===== config.mk =====
export PLATFORM = sky130hd
export DESIGN_NAME = data_mem_ctrl
export DESIGN_NICKNAME = d
export VERILOG_FILES = /design/src/rtl/data_mem_ctrl.sv
export SDC_FILE = /design/constraint.sdc
export NUM_CORES = 1
export LEC_CHECK = 0
export BUFFER_PORTS_ARGS = -buffer_cell sky130_fd_sc_hd__buf_2
export CORE_AREA = 5 5 90 100
export DETAILED_ROUTE_END_ITERATION = 10
export DIE_AREA = 0 0 95 105
export HOLD_SLACK_MARGIN = 0.08
export MAX_ROUTING_LAYER = met4
export PLACE_DENSITY = 0.77
export SLEW_MARGIN = 0
export SYNTH_ARGS = -nofsm -noshare
export SYNTH_HDL_FRONTEND = slang
export SYNTH_SLANG_ARGS = --single-unit

===== constraint.sdc =====
create_clock -name clk -period 4.45 [get_ports clk]
set_input_delay 1.335 -clock clk [delete_from_list [all_inputs] [get_ports clk]]
set_output_delay 1.335 -clock clk [all_outputs]
set_load 0.01 [all_outputs]

===== src/rtl/data_mem_ctrl.sv =====
// rtl/data_mem_ctrl.sv - CPU data-memory controller: BRAM loads, sub-word read-modify-write, misalignment flag
// Optional memory-mapped LED register enabled by DATA_MEM_MMIO_LED_EN.
module data_mem_ctrl #(
    parameter int          ADDR_W   = 10,
    parameter logic [31:0] LED_ADDR = 32'h0000_2000
) (
    input  logic              clk,
    input  logic              rst,
    input  logic [31:0]       addr_i,
    input  logic [31:0]       wdata_i,
    input  logic              memread_i,
    input  logic              memwrite_i,
    input  logic [3:0]        sign_mask_i,
    output logic [31:0]       rdata_o,
    output logic              stall_o,
    output logic              err_o,
    output logic [7:0]        led_o,
    output logic [ADDR_W-1:0] bram_addr_o,
    output logic [31:0]       bram_wdata_o,
    output logic              bram_we_o,
    input  logic [31:0]       bram_rdata_i
);

    typedef enum logic [1:0] {IDLE, LOAD, RMW} state_t;

    state_t      state_q, state_d;
    logic        done_q;
    logic [31:0] rdata_q;
    logic        err_q;
    logic        stall_c, we_c;
    logic [31:0] wdata_c;

    logic        is_word, is_half, misaligned, led_hit, is_led, accept;
    logic [31:0] src_word, byte_shift, load_val, merged;
    logic [7:0]  byte_val;
    logic [15:0] half_val;

    assign is_word    = sign_mask_i[2];
    assign is_half    = sign_mask_i[1] & ~sign_mask_i[2];
    assign misaligned = (is_word && addr_i[1:0] != 2'b00) || (is_half && addr_i[0]);
    assign led_hit    = (addr_i[31:2] == LED_ADDR[31:2]);

`ifdef DATA_MEM_MMIO_LED_EN
    logic [7:0] led_q;

    assign is_led = led_hit;

    always_ff @(posedge clk or posedge rst) begin
        if (rst) begin
            led_q <= 8'h00;
        end else if (accept && !misaligned && memwrite_i && is_led) begin
            led_q <= wdata_i[7:0];
        end
    end

    assign led_o = led_q;

    logic unused_bits;
    assign unused_bits = sign_mask_i[0];
`else
    assign is_led = 1'b0;
    assign led_o  = 8'h00;

    logic unused_bits;
    assign unused_bits = ^{sign_mask_i[0], led_hit, addr_i[31:ADDR_W+2]};
`endif

    // done_q marks the cycle after LOAD/RMW, where the CPU still presents the finished request
    assign accept = (state_q == IDLE) && !done_q && (memread_i || memwrite_i);

    // Load lane extraction; LED loads take the same path so latency matches BRAM
    assign src_word   = is_led ? {24'h0, led_o} : bram_rdata_i;
    assign byte_shift = src_word >> {addr_i[1:0], 3'b000};
    assign byte_val   = byte_shift[7:0];
    assign half_val   = addr_i[1] ? src_word[31:16] : src_word[15:0];

    always_comb begin
        load_val = src_word;
        if (is_half) begin
            load_val = {{16{sign_mask_i[3] & half_val[15]}}, half_val};
        end else if (!is_word) begin
            load_val = {{24{sign_mask_i[3] & byte_val[7]}}, byte_val};
        end
    end

    always_comb begin
        merged = bram_rdata_i;
        if (is_half) begin
            if (addr_i[1]) begin
                merged[31:16] = wdata_i[15:0];
            end else begin
                merged[15:0] = wdata_i[15:0];
            end
        end else begin
            merged[{addr_i[1:0], 3'b000} +: 8] = wdata_i[7:0];
        end
    end

    always_comb begin
        state_d = state_q;
        stall_c = 1'b0;
        we_c    = 1'b0;
        wdata_c = wdata_i;
        case (state_q)
            IDLE: begin
                if (accept && !misaligned) begin
                    if (memwrite_i) begin
                        if (is_led) begin
                            state_d = IDLE;
                        end else if (is_word) begin
                            we_c = 1'b1;
                        end else begin
                            state_d = RMW;
                            stall_c = 1'b1;
                        end
                    end else begin
                        state_d = LOAD;
                        stall_c = 1'b1;
                    end
                end
            end
            LOAD: begin
                stall_c = 1'b1;
                state_d = IDLE;
            end
            RMW: begin
                stall_c = 1'b1;
                we_c    = !is_led;
                wdata_c = merged;
                state_d = IDLE;
            end
            default: state_d = IDLE;
        endcase
    end

    always_ff @(posedge clk or posedge rst) begin
        if (rst) begin
            state_q <= IDLE;
            done_q  <= 1'b0;
            rdata_q <= 32'h0;
            err_q   <= 1'b0;
        end else begin
            state_q <= state_d;
            done_q  <= (state_q != IDLE);
            if (accept && misaligned) begin
                rdata_q <= 32'h0;
                err_q   <= 1'b1;
            end else if (state_q == LOAD) begin
                rdata_q <= load_val;
            end
        end
    end

    // Gating with rst keeps the outputs quiet and prevents a write while an operation is aborted
    assign stall_o      = stall_c & ~rst;
    assign bram_we_o    = we_c & ~rst;
    assign bram_wdata_o = wdata_c;
    assign bram_addr_o  = addr_i[ADDR_W+1:2];
    assign rdata_o      = rdata_q;
    assign err_o        = err_q;

endmodule


# Yosys cells after proc, flatten, opt, wreduce, memory -nomap -nowiden
# Index checks and enable logic that the tools add are counted.
# Widths: inputs -> output; s select.
[word_totals]
reg_bits = 36
input_bits = 104
output_inout_bits = 85
elab_cells = 57
[op_classes]
add_sub_neg = 1
eq_ne = 4
n_shift = 3
n_mux = 22
n_bitwise = 7
n_reduce_logical = 16
[op_table]
columns = ["cell", "count"]
rows = [
  ["$mux 32", 6],
  ["$mux 16", 3],
  ["$bwmux 32", 1],
  ["$shift 8x7->32 const A", 1],
  ["$shiftx 8x7->32", 1],
  ["$shr 32x5->8", 1],
  ["$mux 2", 4],
  ["$neg 5->7", 1],
  ["$logic_and 1x1->1", 6],
  ["$mux 1", 6],
  ["$reduce_bool 2->1", 3],
  ["$and 1x1->1", 5],
  ["$pmux 1 s2", 2],
  ["$ne 3x3->1 const B", 1],
  ["$eq 2x1->1 const B", 1],
  ["$eq 2x2->1 const B", 1],
  ["$logic_not 1->1", 2],
  ["$logic_not 2->1", 1],
  ["$logic_or 1x1->1", 2],
  ["$ne 2x1->1 const B", 1],
  ["$not 1->1", 2],
  ["$reduce_and 2->1", 1],
  ["$reduce_or 2->1", 1],
]

# Logic depth before layout (Yosys ltp)
# Gate-level depths: netlist (run 1).
[depth]
word_depth = 9
depth_mapped = 8
ltp_nobuf = 6

# Worst setup path after synthesis (run 1)
# Ideal clock, no wire load.
[synth_path]
path_kind = "input port to output port"
start = "in addr_i[1]"
end = "out bram_wdata_o[16]"
arrival_ns = 3.270
t_required_ns = 3.115
path_slack_ns = -0.155
cell_stages = 7
path_buffers = 1
path_cell_list = "buf_2 > inv_1 > ha_1 > or3b_1 > or4b_4 > a21oi_4 > a221o_1"
[synth_between]
elab_chain_cells = 5
word_cells_on_any_way = 7
cone_classes = "add/sub: 1; shift: 2; mux: 4"
[synth_lines]
columns = ["item", "line_no", "text"]
rows = [
  ["start, declared", "9", "input logic [31:0] addr_i,"],
  ["$neg 5->7", "95", "merged[{addr_i[1:0], 3'b000} +: 8] = wdata_i[7:0];"],
  ["$shiftx 8x7->32 or $shift 8x7->32 (tied branches)", "95", ""],
  ["$bwmux 32", "95", ""],
  ["$mux 32 *", "88", "if (is_half) begin"],
  ["$mux 32 *", "104", "case (state_q)"],
  ["end, declared", "19", "output logic [31:0] bram_wdata_o,"],
]
# Mark *: on every way between the ends. The rest lies on a longest branch, timed or not.

# Final worst setup path (run 1)
[layout_path]
start = "in addr_i[1]"
end = "out bram_wdata_o[21]"
# The elaborated chain is that of the path after synthesis.

==> reports/results.tsv, run 1 <==
stage	metric	value	unit
clocking	cts_tree	yes	
sta	relSlewSlack	40.7	%
sta	fmax	220	MHz
floorplan	core-area	7830	um^2
cells_and_area	instances_no_fill	574	
setup_path	worstSetupPathType	input pin to primary output	
sta	setup_viol_count_final	8	
synth	synth_seq_cells	36	
power_and_ir_drop	p_total	2.05	mW
power_and_ir_drop	ir_drop	0.175	mV
sta	layout_min_cycle_time	4.54	ns
floorplan	start_util	38.9	%
setup_path	worstSetupEndpointType	primary output	
global_route	grt_pass1_vias	3305	
synth	async_flop_share	100	%
power_and_ir_drop	p_sw_share	42.0	%
cells_and_area	area_growth	31.0	%
global_route	grt_overflow	0	
power_and_ir_drop	p_sw	0.863	mW
clocking	cts.sinks	36	
floorplan	die-area	9980	um^2
clocking	cts_buffer_depth	2	
place	port_buffers	139	
routing	routed_wl	11000	um
clocking	holdBufCountCts	0	
routing	viasPerCell	5.61	
synth	ys.flop_type	dfrtp_1	
place	gp_congestion	0.941	
synth	syn_avg_cell_area	9.28	um^2
run_status	violations	setup timing	
synth	yosys.area.top_type	dfrtp_1	
floorplan	dieWidth	95	um
power_and_ir_drop	power.density	515	nW/um^2
synth	yosysWarnings	0	
routing	drtIter0Drc	275	
sta	fin_skew	0.00345	ns
sta	drv_slew	0	
synth	yosysMostFrequentCell	a22o_1	
cells_and_area	nets	577	
power_and_ir_drop	p_int	1.19	mW
power_and_ir_drop	p_comb_share	60.1	%
clocking	cts_htree_levels	2	
setup_path	worstRegToRegCells	6	
hold_path	worstHoldPathType	flop to flop	
sta	tightest_slew	0.890	ns
floorplan	io_pins	189	
sta	final_critical_path_setup_slack	-0.0876	ns
routing	drc	0	
global_route	track_usage	22.4	%
synth	yosys.area_share.simple	13.7	%
power_and_ir_drop	p_leak	2.01	nW
synth	synth_area_leaders	dfrtp_1 (30%), a22o_1 (11%), mux2_2 (5.5%), nand2b_1 (4.7%), buf_4 (4.4%)	
routing	postRouteAntennaNets	0	
routing	wl_per_cell	19.1	um
global_route	antenna_found_initial	0	
synth	synth.distinct_cells	47	
run_status	outcome	complete, but fails checks	
clocking	path_clk_slew	0.07	ns
routing	dr.pass1.iters	5	
cells_and_area	fillers	772	
routing	num_vias	3223	
sta	finalHoldViolCount	0	
setup_path	critPathRequiredTime	3.12	ns
sta	rsz0062_at_grt	yes	
setup_path	cp_max_fo	8	
global_route	grt_start_max_net_pins	37	
floorplan	num_rows	34	
flow_run	cap_violations	0	
sta	min_period_over_period	102	%
sta	tns	-0.602	ns
synth	yosysTopAreaCellShare	29.6	%
power_and_ir_drop	p_clk_share	13.7	%
synth	syn_inst	328	
clocking	clk_latency	0.28	ns
power_and_ir_drop	p_seq_share	26.3	%
cells_and_area	utilization	51.0	%
synth	synth_top_family_by_area	compound AO/OA/AOI/OAI gates	
synth	synth-compound-area-share	35.7	%
hold_path	holdPathStages	1	
synth	synth_mux_area_share	7.35	%
synth	yosysSeqAreaShare	29.6	%
synth	synthXorXnorAreaFrac	0	%
floorplan	die_y	105	um
setup_path	start_kind	input pin	
global_route	grt_pass1_wl	17500	um
synth	synth-edff-count	0	
place	dp_hpwl	9050	um
synth	synth_common_cells	a22o_1 (39), dfrtp_1 (36), nand2b_1 (23), buf_4 (18), inv_1 (16)	
synth	synth-adder-area-share	3.70	%
setup_path	worstPathArrival	3.20	ns
clocking	root_buffer	clkbuf_8	
synth	synth_area	3050	um^2
place	dp_slack	-0.164	ns
place	dp.cells	565	
cells_and_area	drive_gt1_share	42.8	%
clocking	cts_buffers	5	
-- power groups by stage --
stage / Sequential (mW) / Combinational [mW] / Clock [mW]
2_1_floorplan: 0.585 / 0.731 / 0
3_3_place_gp: 0.550 / 1.21 / 0
3_5_place_dp: 0.547 / 1.23 / 0
4_1_cts: 0.541 / 1.24 / 0.283
5_1_grt: 0.555 / 1.34 / 0.296
6_report: 0.539 / 1.23 / 0.280
-- sequential cells by signal, indices dropped and copies added (netlist names) --
register,cells
rdata_o,32
state_q,2
done_q,1
err_o,1
-- cells by family (layout without fill, tap and decap cells) --
logic type,after synthesis,in the layout
AOI/OAI and AO/OA,136,136
adders and majority gates,9,9
buffers and inverters,57,187
DFF,36,36
muxes,18,18
other,1,9
and+or+nand+nor,71,71
-- routing by layer --
layer	global-route usage, %	vias up	share of wire (%)
met5	-	-	0
met4	8.25	0	3.4
met3	2.08	27	7.4
met2	36.8	176	48
met1	28.5	1511	41
li1	-	1509	-
-- critical path: stages --
cell	delay, ns
buf_8	0.08
inv_6	0.03
ha_4	0.25
or3b_4	0.37
or4b_4	0.50
a21oi_4	0.29
a221o_1	0.21
buf_2	0.13
-- stage by stage --
step           cell area, um^2  hold slack [ns]
2_1_floorplan             3090            0.512
3_5_place_dp              3850            0.456
3_3_place_gp              3850            0.452
5_1_grt                   3990            0.518
4_1_cts                   3980            0.472
6_report                  3990            0.463
-- cell usage in the layout (no fill, tap or decap), types with 9 or more instances in the layout --
| cell | netlist | layout |
|---|---|---|
| o2bb2ai_1 | 9 | 9 |
| o22ai_1 | 14 | 14 |
| buf_4 | 18 | 22 |
| nand2b_1 | 23 | 23 |
| nor2_1 | 13 | 13 |
| buf_2 | 3 | 137 |
| dfrtp_1 | 36 | 36 |
| a21o_1 | 14 | 14 |
| inv_1 | 16 | 14 |
| o21ai_0 | 12 | 12 |
| mux2_2 | 15 | 15 |
| a22o_1 | 39 | 39 |
| nor2b_1 | 9 | 9 |
-- final cells by class --
type,instances,area (um^2),area share [%]
tap,108,135,3.39
inverter,18,77.6,1.94
antenna,1,2.50,0.0627
sequential,36,901,22.6
clock inverter,2,35.0,0.878
clock buffer,6,72.6,1.82
multi-input combinational,242,1890,47.3
timing repair buffer,161,881,22.1
-- worst paths after layout --
path	start	endpoint	slack, ns
hold reg to reg	err_o$_DFFE_PP0P_	err_o$_DFFE_PP0P_	0.46
setup / recovery	addr_i[1]	bram_wdata_o[21]	-0.09
hold / removal	err_o$_DFFE_PP0P_	err_o$_DFFE_PP0P_	0.46
setup reg to reg	state_q[0]$_DFFE_PP0P_	rdata_o[28]$_DFFE_PP0P_	2.30
max in group asynchronous	rst	rdata_o[16]$_DFFE_PP0P_	2.96
min in group asynchronous	rst	state_q[1]$_DFFE_PP0P_	1.17
-- what timing repair did --
item                       4_1_cts  5_1_grt
setup endpoints to repair        9        8
cloned                           0        0
pin swaps                        6        5
gates resized for setup          8        2
buffers inserted                 0        0
Power figures use the tool's default switching activity.
==> run 2: changes to the inputs <==
--- a/config.mk
+++ b/config.mk
@@ -6,12 +6,12 @@
 export NUM_CORES = 1
 export LEC_CHECK = 0
 export BUFFER_PORTS_ARGS = -buffer_cell sky130_fd_sc_hd__buf_2
-export CORE_AREA = 5 5 90 100
+export CORE_AREA = 5 5 86 96
 export DETAILED_ROUTE_END_ITERATION = 10
-export DIE_AREA = 0 0 95 105
+export DIE_AREA = 0 0 91 101
 export HOLD_SLACK_MARGIN = 0.08
 export MAX_ROUTING_LAYER = met4
-export PLACE_DENSITY = 0.77
+export PLACE_DENSITY = 0.8
 export SLEW_MARGIN = 0
 export SYNTH_ARGS = -nofsm -noshare
 export SYNTH_HDL_FRONTEND = slang
==> constraint.sdc (replaced) <==
create_clock -name clk -period 4.5 [get_ports clk]
set_input_delay 1.35 -clock clk [delete_from_list [all_inputs] [get_ports clk]]
set_output_delay 1.35 -clock clk [all_outputs]
set_load 0.01 [all_outputs]
==> run 2 against run 1 <==
The run still ends with setup timing left; final cell count shrank 4.4%; sequential share of layout area is 0.26 points higher; sequential power decreased by 0.7%; wire length fell by 0.16%; non-clock buffer count decreased by 3; cell area down 1.1%; hold slack gained 0.0043 ns; worst setup slack gained 0.011 ns; die area is 7.9% lower; power decreased by 1.4%; sequential cell count did not move; highest routed layer unchanged.
==> reports/results.tsv, run 2 (synthesis gave the netlist of run 1 again) <==
stage	metric	value	unit	change
run_status	outcome	complete, but fails checks		
run_status	violations	setup timing		
sta	setup_viol_count_final	8		unchanged
sta	drv_slew	0		unchanged
setup_path	cp_slowest_cell	or4b_4		
place	dpl_cell_area	3790	um^2	-1.7%
routing	drtIter0Drc	156		-43%
clocking	cts_tree	yes		
sta	finalHoldViolCount	0		unchanged
routing	postRouteAntennaNets	0		unchanged
routing	dr.pass1.iters	5		unchanged
setup_path	start_kind	input pin		
routing	num_vias	3267		+1.4%
place	gp_congestion	0.885		-5.9%
clocking	path_clk_slew	0.07	ns	about the same
cells_and_area	largest_reg_flops	32		unchanged
hold_path	holdPathStages	1		unchanged
routing	wl_per_cell	19.9	um	+4.4%
cells_and_area	diodes	0		-1
setup_path	cp_num_buf_inv	3		unchanged
cells_and_area	nets	574		-0.52%
sta	final_critical_path_setup_slack	-0.0768	ns	+0.0108 ns
place	dp_slack	-0.173	ns	-0.00819 ns
clocking	cts.sinks	36		unchanged
setup_path	worstSetupEndpointType	primary output		
setup_path	worstSetupPathType	input pin to primary output		
clocking	root_buffer	clkbuf_8		
global_route	track_usage	23.2	%	+0.80 points
sta	min_period_over_period	102	%	
routing	routed_wl	10900	um	-0.16%
cells_and_area	area_growth	29.5	%	
cells_and_area	final_cell_mix	buf_2 (137), a22o_1 (39), dfrtp_1 (36)		
setup_path	path_depth	8		unchanged
global_route	grtUsageMet2	37.9	%	+1.1 points
floorplan	dieWidth	91	um	-4.2%
setup_path	worstPathArrival	3.23	ns	+0.03 ns
setup_path	worstRegToRegCells	6		unchanged
floorplan	core-area	7230	um^2	-7.7%
cells_and_area	stdcell_area	3950	um^2	-1.1%
setup_path	critPathTopFamily	simple AND/OR/NAND/NOR gates		
global_route	grt_pass1_vias	3371		+2.0%
flow_run	cap_violations	0		unchanged
routing	viasPerCell	5.95		+6.0%
sta	tns	-0.561	ns	+0.0420 ns
power_and_ir_drop	ir_drop	0.232	mV	+33%
sta	relSlewSlack	33.6	%	-7.0 points
routing	drc	0		unchanged
power_and_ir_drop	p_total	2.02	mW	-1.4%
sta	fin_skew	0.00448	ns	+0.00103 ns
floorplan	num_rows	33		-2.9%
clocking	clk_latency	0.29	ns	about the same
clocking	cts_buffers	5		unchanged
global_route	use_met1	27.6	%	-0.89 points
sta	fmax	218	MHz	
setup_path	critPathRequiredTime	3.15	ns	+0.03 ns
place	dp_hpwl	8800	um	-2.8%
cells_and_area	instances_no_fill	549		-4.4%
global_route	antenna_found_initial	0		unchanged
global_route	grt_use_met3	3.29	%	+1.2 points
sta	tightest_slew	0.994	ns	+0.105 ns
power_and_ir_drop	p_leak	2.00	nW	-0.54%
global_route	top_usage_layer	met2		
global_route	grt_start_max_net_pins	33		-11%
global_route	grt_pass1_wl	16800	um	-3.6%
hold_path	worstHoldPathType	flop to flop		
clocking	cts_htree_levels	2		unchanged
setup_path	slowest_delay	0.50	ns	about the same
cells_and_area	utilization	54.6	%	+3.6 points
setup_path	cp_max_fo	8		unchanged
clocking	cts_buffer_depth	2		unchanged
cells_and_area	final_common_cell	buf_2		
floorplan	io_pins	189		unchanged
sta	whs	0.467	ns	+0.00433 ns
global_route	grt_overflow	0		unchanged
place	dp.cells	539		-4.6%
floorplan	start_util	42.1	%	+3.2 points
sta	rsz0062_at_grt	yes		
cells_and_area	drive_gt1_share	42.4	%	-0.37 points
power_and_ir_drop	power.density	513	nW/um^2	-0.31%
place	port_buffers	139		unchanged
clocking	holdBufCountCts	0		unchanged
floorplan	die-area	9190	um^2	-7.9%
setup_path	cp_cell_sequence	buf_8, inv_6, ha_4, or3b_4, or4b_4, a21oi_4, a221o_1, buf_2		
floorplan	die_y	101	um	-3.8%
sta	layout_min_cycle_time	4.58	ns	
-- run 2: final cells by class --
cell class                 count  area (um^2)
fill                         650         3280
multi-input combinational    242         1890
sequential                    36          901
timing repair buffer         158          858
tap                           87          109
inverter                      18         75.1
clock buffer                   6         72.6
clock inverter                 2         35.0
-- run 2: final timing paths --
path,startpoint,to,slack [ns]
hold reg to reg,err_o$_DFFE_PP0P_,err_o$_DFFE_PP0P_,0.47
min in group asynchronous,rst,done_q$_DFF_PP0_,1.31
hold / removal,err_o$_DFFE_PP0P_,err_o$_DFFE_PP0P_,0.47
max in group asynchronous,rst,rdata_o[1]$_DFFE_PP0P_,2.47
setup reg to reg,state_q[0]$_DFFE_PP0P_,rdata_o[28]$_DFFE_PP0P_,2.35
setup / recovery,addr_i[0],bram_wdata_o[17],-0.08
-- run 2: what timing repair did --
item | 4_1_cts | 5_1_grt
pin swaps | 9 | 6
buffers inserted | 2 | 0
setup endpoints to repair | 9 | 13
resized for setup | 6 | 3
endpoints found under the hold margin | 0 | 0
-- run 2: layer usage --
| metal | routed length (um) | vias to the layer above |
|---|---|---|
| met5 | 0 | - |
| met4 | 425 | 0 |
| li1 | - | 1499 |
| met1 | 4330 | 1546 |
| met3 | 821 | 36 |
| met2 | 5370 | 186 |
-- run 2: where the power goes --
group | switching (mW) | leakage, nW | internal (mW)
Clock | 0.120 | 0.0552 | 0.164
Combinational | 0.669 | 1.49 | 0.535
Sequential | 0.0779 | 0.460 | 0.457
Total | 0.867 | 2.00 | 1.16
